[src/rtl/ctrl_contador_corriente_pkg.sv]
// rtl/ctrl_contador_corriente_pkg.sv - shared widths, limits, state codes and strobe helper
package ctrl_contador_corriente_pkg;

    localparam int W = 5;
    localparam logic [W-1:0] MAX_VAL = W'(20);

    typedef enum logic [2:0] {
        ST_IDLE   = 3'd0,
        ST_STEP   = 3'd1,
        ST_GAP    = 3'd2,
        ST_HOLD   = 3'd3,
        ST_REPEAT = 3'd4
    } state_t;

    localparam logic SRC_MAN  = 1'b0;
    localparam logic SRC_AUTO = 1'b1;

    // {enc, upc, downc} for one step, with saturation applied
    function automatic logic [2:0] strobe_for(input logic up, input logic [W-1:0] qc);
        logic ok;
        ok = up ? (qc < MAX_VAL) : (qc != '0);
        return {ok, ok & up, ok & ~up};
    endfunction

endpackage

[src/rtl/ctrl_contador_corriente_if.sv]
// rtl/ctrl_contador_corriente_if.sv - request, feedback and strobe bundle
interface ctrl_contador_corriente_if;
    import ctrl_contador_corriente_pkg::*;

    logic         btn_up;
    logic         btn_down;
    logic         auto_req;
    logic         auto_dir;
    logic [W-1:0] qc_in;
    logic         enc;
    logic         upc;
    logic         downc;
    logic         busy;
    logic         sat_hi;
    logic         sat_lo;

    modport master (
        output btn_up, btn_down, auto_req, auto_dir, qc_in,
        input  enc, upc, downc, busy, sat_hi, sat_lo
    );

    modport slave (
        input  btn_up, btn_down, auto_req, auto_dir, qc_in,
        output enc, upc, downc, busy, sat_hi, sat_lo
    );

endinterface

[src/rtl/ctrl_contador_corriente_temporizador_repeticion.sv]
// rtl/ctrl_contador_corriente_temporizador_repeticion.sv - loadable down-counter with done pulse
module temporizador_repeticion #(
    parameter int CW = 32
) (
    input  logic          clkc,
    input  logic          resetc,
    input  logic          load,
    input  logic [CW-1:0] load_val,
    input  logic          run,
    output logic          done
);

    logic [CW-1:0] cnt;

    // done is registered, so a load of N-1 makes done visible N cycles after the load
    always_ff @(posedge clkc) begin
        if (resetc) begin
            cnt  <= '0;
            done <= 1'b0;
        end else if (load) begin
            cnt  <= load_val;
            done <= 1'b0;
        end else if (run && cnt != '0) begin
            cnt  <= cnt - 1'b1;
            done <= (cnt == CW'(1));
        end else begin
            done <= 1'b0;
        end
    end

endmodule

[src/rtl/ctrl_contador_corriente.sv]
// rtl/ctrl_contador_corriente.sv - arbitrates manual/auto steps into saturating counter strobes
module ctrl_contador_corriente
    import ctrl_contador_corriente_pkg::*;
#(
    parameter int HOLD_CYCLES = 50_000_000,
    parameter int REP_CYCLES  = 10_000_000
) (
    input  logic                     clkc,
    input  logic                     resetc,
    ctrl_contador_corriente_if.slave bus
);

    localparam int TW = $clog2((HOLD_CYCLES > REP_CYCLES) ? HOLD_CYCLES : REP_CYCLES) + 1;

    state_t        state;
    logic          src;
    logic          dir;
    logic          rep;
    logic          pend;
    logic          pend_dir;
    logic          btn_up_q;
    logic          btn_dn_q;
    logic          rise_up;
    logic          rise_dn;
    logic          man_req;
    logic          auto_av;
    logic          auto_up;
    logic          held;
    logic          tmr_load;
    logic          tmr_run;
    logic          tmr_done;
    logic [TW-1:0] tmr_val;

    assign rise_up  = bus.btn_up & ~btn_up_q;
    assign rise_dn  = bus.btn_down & ~btn_dn_q;
    assign man_req  = (rise_up | rise_dn) & ~(bus.btn_up & bus.btn_down);
    assign auto_av  = pend | bus.auto_req;
    assign auto_up  = pend ? pend_dir : bus.auto_dir;
    assign held     = dir ? (bus.btn_up & ~bus.btn_down) : (bus.btn_down & ~bus.btn_up);

    assign tmr_load = (state == ST_GAP);
    assign tmr_run  = (state == ST_HOLD) || (state == ST_REPEAT);
    assign tmr_val  = rep ? TW'(REP_CYCLES - 1) : TW'(HOLD_CYCLES - 1);

    temporizador_repeticion #(.CW(TW)) u_tmr (
        .clkc     (clkc),
        .resetc   (resetc),
        .load     (tmr_load),
        .load_val (tmr_val),
        .run      (tmr_run),
        .done     (tmr_done)
    );

    always_ff @(posedge clkc) begin
        if (resetc) begin
            state      <= ST_IDLE;
            src        <= SRC_MAN;
            dir        <= 1'b0;
            rep        <= 1'b0;
            pend       <= 1'b0;
            pend_dir   <= 1'b0;
            btn_up_q   <= 1'b0;
            btn_dn_q   <= 1'b0;
            bus.enc    <= 1'b0;
            bus.upc    <= 1'b0;
            bus.downc  <= 1'b0;
            bus.busy   <= 1'b1 & 1'b0;
            bus.sat_hi <= 1'b0;
            bus.sat_lo <= 1'b0;
        end else begin
            btn_up_q   <= bus.btn_up;
            btn_dn_q   <= bus.btn_down;
            bus.sat_hi <= (bus.qc_in >= MAX_VAL);
            bus.sat_lo <= (bus.qc_in == '0);
            {bus.enc, bus.upc, bus.downc} <= 3'b000;
            bus.busy   <= 1'b1;

            // a request arriving while one is already pending is dropped, direction included
            if (bus.auto_req && !pend) begin
                pend     <= 1'b1;
                pend_dir <= bus.auto_dir;
            end

            case (state)
                ST_IDLE: begin
                    if (man_req) begin
                        state <= ST_STEP;
                        src   <= SRC_MAN;
                        dir   <= rise_up;
                        rep   <= 1'b0;
                        {bus.enc, bus.upc, bus.downc} <= strobe_for(rise_up, bus.qc_in);
                    end else if (auto_av) begin
                        state <= ST_STEP;
                        src   <= SRC_AUTO;
                        dir   <= auto_up;
                        rep   <= 1'b0;
                        pend  <= 1'b0;
                        {bus.enc, bus.upc, bus.downc} <= strobe_for(auto_up, bus.qc_in);
                    end else begin
                        bus.busy <= 1'b0;
                    end
                end
                ST_STEP: state <= ST_GAP;
                ST_GAP: begin
                    if (src == SRC_MAN && held) begin
                        state <= rep ? ST_REPEAT : ST_HOLD;
                    end else begin
                        state    <= ST_IDLE;
                        bus.busy <= pend | bus.auto_req;
                    end
                end
                ST_HOLD, ST_REPEAT: begin
                    if (!held) begin
                        state    <= ST_IDLE;
                        bus.busy <= pend | bus.auto_req;
                    end else if (tmr_done) begin
                        // the first repeat step fires as soon as the hold time expires
                        state <= ST_STEP;
                        rep   <= 1'b1;
                        {bus.enc, bus.upc, bus.downc} <= strobe_for(dir, bus.qc_in);
                    end
                end
                default: state <= ST_IDLE;
            endcase
        end
    end

endmodule
[src/flat_wrapper.sv]
// flat-port wrapper written by rule: the top's interface ports become plain ports
module ctrl_contador_corriente_flat import ctrl_contador_corriente_pkg::*;
#(
    parameter int HOLD_CYCLES = 50_000_000,
    parameter int REP_CYCLES  = 10_000_000
)
  (clkc, resetc, bus_btn_up, bus_btn_down, bus_auto_req, bus_auto_dir, bus_qc_in, bus_enc, bus_upc, bus_downc, bus_busy, bus_sat_hi, bus_sat_lo);
  ctrl_contador_corriente_if bus_i ();
  input  logic clkc;
  input  logic resetc;
  input wire logic [$bits(bus_i.btn_up)-1:0] bus_btn_up;
  input wire logic [$bits(bus_i.btn_down)-1:0] bus_btn_down;
  input wire logic [$bits(bus_i.auto_req)-1:0] bus_auto_req;
  input wire logic [$bits(bus_i.auto_dir)-1:0] bus_auto_dir;
  input wire logic [$bits(bus_i.qc_in)-1:0] bus_qc_in;
  output wire logic [$bits(bus_i.enc)-1:0] bus_enc;
  output wire logic [$bits(bus_i.upc)-1:0] bus_upc;
  output wire logic [$bits(bus_i.downc)-1:0] bus_downc;
  output wire logic [$bits(bus_i.busy)-1:0] bus_busy;
  output wire logic [$bits(bus_i.sat_hi)-1:0] bus_sat_hi;
  output wire logic [$bits(bus_i.sat_lo)-1:0] bus_sat_lo;
  assign bus_i.btn_up = bus_btn_up;
  assign bus_i.btn_down = bus_btn_down;
  assign bus_i.auto_req = bus_auto_req;
  assign bus_i.auto_dir = bus_auto_dir;
  assign bus_i.qc_in = bus_qc_in;
  assign bus_enc = bus_i.enc;
  assign bus_upc = bus_i.upc;
  assign bus_downc = bus_i.downc;
  assign bus_busy = bus_i.busy;
  assign bus_sat_hi = bus_i.sat_hi;
  assign bus_sat_lo = bus_i.sat_lo;
  ctrl_contador_corriente #(.HOLD_CYCLES(HOLD_CYCLES), .REP_CYCLES(REP_CYCLES)) u_core (.clkc(clkc), .resetc(resetc), .bus(bus_i));
endmodule
[config.mk]
export PLATFORM = sky130hd
export DESIGN_NAME = ctrl_contador_corriente_flat
export DESIGN_NICKNAME = d
export VERILOG_FILES = /design/src/rtl/ctrl_contador_corriente_pkg.sv /design/src/rtl/ctrl_contador_corriente_if.sv /design/src/rtl/ctrl_contador_corriente_temporizador_repeticion.sv /design/src/rtl/ctrl_contador_corriente.sv /design/src/flat_wrapper.sv
export SDC_FILE = /design/constraint.sdc
export NUM_CORES = 1
export LEC_CHECK = 0
export BUFFER_PORTS_ARGS = -buffer_cell sky130_fd_sc_hd__buf_4
export CAP_MARGIN = 20
export CELL_PAD_IN_SITES_DETAIL_PLACEMENT = 0
export CELL_PAD_IN_SITES_GLOBAL_PLACEMENT = 2
export CORE_MARGIN = 1
export CORE_UTILIZATION = 25
export CTS_BUF_LIST = sky130_fd_sc_hd__clkbuf_2 sky130_fd_sc_hd__clkbuf_4 sky130_fd_sc_hd__clkbuf_8
export CTS_CLUSTER_DIAMETER = 60
export DETAILED_ROUTE_END_ITERATION = 16
export PLACE_DENSITY = 0.61
export SYNTH_ARGS = -nofsm -noshare
export SYNTH_HDL_FRONTEND = slang
export SYNTH_HIERARCHICAL = 1
export SYNTH_SLANG_ARGS = --single-unit
export TNS_END_PERCENT = 1
[constraint.sdc]
create_clock -name clkc -period 3 [get_ports clkc]
set_clock_uncertainty 0.15 [all_clocks]
set_input_delay 0.15 -clock clkc [delete_from_list [all_inputs] [get_ports clkc]]
set_output_delay 0.15 -clock clkc [all_outputs]
set_load 0.05 [all_outputs]
==> results.toml <==
[run_status]
outcome = "completed"

[min_path]
hp-class = "in2reg"
min_from = "bus_qc_in[3]"

[worst_setup_path]
crit_family = "simple AND/OR/NAND/NOR gates"
end_kind = "flop"
cp.required_ns = 3.08
startpoint = "u_core/state[2]"
worstPathArrival_ns = 2.81
path_class = "reg2reg"
path_buf_inv = 1
worstPathCellList = "or3b_4 > nand2_1 > nor3b_1 > nand4_1 > buf_4 > a2111oi_2 > xnor2_1 > a211oi_1"
startpoint_type = "flop"
critPathMaxStageDelay_ns = 0.47
critPathSlowestCell = "dfxtp_1"
cp_max_fo = 10
r2r-start = "u_core/state[2]"

[timing]
setup-tns-final_ns = 0
fin_hold_ws_ns = 0.04094
drv_slew = 0
fmax_mhz = 367.0
rsz0062_at_grt = "false"
min_period_over_period_pct = 90.84
finalWorstSetupSlack_ns = 0.2748
setup_viol_count_final = 0
relSlewSlack_pct = 54.16
hold_viol_final = 0
tightestPinTransition_ns = 0.6781
min_period_ns = 2.725

[global_route]
grt_max_degree = 46
met1_usage_pct = 19.94
grt_use_met2_pct = 22.78
overflow = 0
grt_use_met3_pct = 2.474
grt_pass1_wl_um = 12580
antenna_found_initial = 0
busiest_layer = "met2"
grt_pass1_vias = 2352
track_usage_pct = 14.36

[logic_synthesis]
syn_area_um2 = 2694
async_reset_ff_share_pct = 0
synth-xor-area-share_pct = 5.202
synth-edff-count = 0
synthFlopType = "dfxtp_1"
avgSynthCellArea_um2 = 8.418
synth_compound_gate_area_share_pct = 23.13
synth_top_area_cell = "dfxtp_1"
yosys.area.top_type_share_pct = 32.70
yosysSeqAreaShare_pct = 32.70
ys_ff_latch = 44
ys_types = 69
synth_top_family_by_area = "simple AND/OR/NAND/NOR gates"
synthTopCellsByCount = "nor2_1, dfxtp_1, a211oi_1"
syn_inst = 320
synth-simple-area-share_pct = 32.88
synthAdderAreaFrac_pct = 0.9289
synthTopCellsByArea = "dfxtp_1, a211oi_1, nor2_1"
yosysMostFrequentCell = "nor2_1"
yosysWarningCount = 6
synthMuxAreaShare_pct = 0.7431

[pwr]
internal_power_w = 0.001358
ir_worst_vdd_mv = 0.2235
pwr-share-seq_pct = 33.3
swShare_pct = 43.66
power_frac_comb_pct = 46.3
leakage_nw = 1.126
power.switching_w = 0.001052
p_per_area_nw_per_um2 = 753.1
clockPowerShare_pct = 20.4

[floorplan]
start_util_pct = 25.98
ios = 17
dieArea_um2 = 11190
row_count = 37
fp.dieH_um = 105.8
core_um2 = 10370
die_w_um = 105.8

[place]
place.gp.congestion = 0.8368
dp_slack_ns = 0.1466
placed_area_um2 = 3019
dp_hpwl_um = 5295
io_buffers = 16

[run]
maxCapViolations = 0

[finish]
finish.instance_area_um2 = 3201
layout.nets = 370
fillerInstances = 1140
drive_gt1_share_pct = 17.88
antennaDiodeCount = 0
synthToLayoutAreaGrowth_pct = 18.81
fin_util_pct = 30.86

[cts]
cts.sinks = 44
htreeDepth = 2
cts_tree = "yes"
numCtsBuffers = 5
clkTransAtPathRegs_ns = 0.10
root_buffer = "clkbuf_8"
cts_max_path_buffers = 2
insertion_delay_ns = 0.31

[detailed_routing]
dr.pass1.iters = 4
drt_iter0_drc = 121
routed_wl_um = 7502
post_drt_wl_per_cell_um = 15.19
drc = 0
vias = 2475
drtAntennaViolNets = 0
routed_via_density = 5.010
[worst paths after layout]
path | to | slack, ns | depth (start not counted)
setup / recovery | u_core/u_tmr/cnt[19] | 0.27 | 8
hold / removal | u_core/bus.upc | 0.04 | 3
setup reg to reg | u_core/u_tmr/cnt[19] | 0.27 | 8
hold reg to reg | u_core/pend_dir | 0.39 | 2
[routing by layer]
| metal | wire length (µm) | vias to the layer above | share of wire (%) |
|---|---|---|---|
| met2 | 3327 | 42 | 44 |
| met4 | 80 | 0 | 1.1 |
| met5 | 0 | - | 0 |
| met1 | 3870 | 1168 | 52 |
| met3 | 223 | 6 | 3.0 |
| li1 | - | 1259 | - |
[flip-flops by register name, indices dropped and copies added, names as in the netlist]
signal             count
u_core/u_tmr/cnt      27
u_core/state           3
u_core/btn_dn_q        1
u_core/btn_up_q        1
u_core/bus.busy        1
u_core/bus.downc       1
u_core/bus.enc         1
u_core/bus.sat_hi      1
u_core/bus.sat_lo      1
u_core/bus.upc         1
u_core/dir             1
u_core/pend            1
u_core/pend_dir        1
u_core/rep             1
u_core/src             1
u_core/u_tmr/done      1
[through the flow]
step,instances,total power (W)
2_1_floorplan,337,0.001629
3_3_place_gp,480,0.001931
3_5_place_dp,480,0.001913
4_1_cts,493,0.002427
5_1_grt,494,0.002601
6_report,494,0.002410
[cell families after synthesis]
group | count (synthesis)
muxes | 2
other | 2
DFF | 44
and+or+nand+nor | 150
AOI/OAI and AO/OA | 79
buffers and inverters | 25
xor gates and xnor gates | 16
adders and majority gates | 2
[power groups by stage]
stage,registers [W],logic [W],clock network (W)
final,0.000803,0.00112,0.000492
after detailed placement,0.000815,0.00110,0
after CTS,0.000802,0.00111,0.000517
after global placement,0.000817,0.00111,0
after floorplan,0.000805,0.000824,0
after global routing,0.000824,0.00124,0.000541
[placed cells by master (no fill, tap or decap), types with 7 or more instances in the layout]
cell / n
a211oi_1: 24
nand2_1: 15
nor3_1: 10
nor2_1: 46
nor4_1: 11
a21oi_1: 12
conb_1: 19
dfxtp_1: 44
inv_1: 9
xnor2_1: 11
buf_4: 23
o21ai_0: 7
[layout make-up]
type | instances | area, µm² | share of cell area [%]
multi-input cells | 268 | 1774 | 55.43
flip-flops and latches | 44 | 880.8 | 27.52
inverters | 10 | 37.54 | 1.173
repair buffers | 28 | 222.7 | 6.959
well taps | 136 | 170.2 | 5.317
clock buffers | 5 | 68.82 | 2.150
clock inverters | 3 | 46.29 | 1.446
[worst register-to-register path, delay by kind of cell, from the launching register on]
| family | cells | cell delay, ns |
|---|---|---|
| and+or+nand+nor | 4 | 1.15 |
| AOI/OAI and AO/OA | 2 | 0.57 |
| DFF | 1 | 0.47 |
| buffers and inverters | 1 | 0.21 |
| xor gates and xnor gates | 1 | 0.11 |
[repair_timing]
action	4_1_cts	5_1_grt
resized for setup	0	3
hold buffers	5	0
endpoints found under the setup margin	0	4
setup buffers	0	1
hold endpoints to repair	4	0
Power figures use the tool's default switching activity.
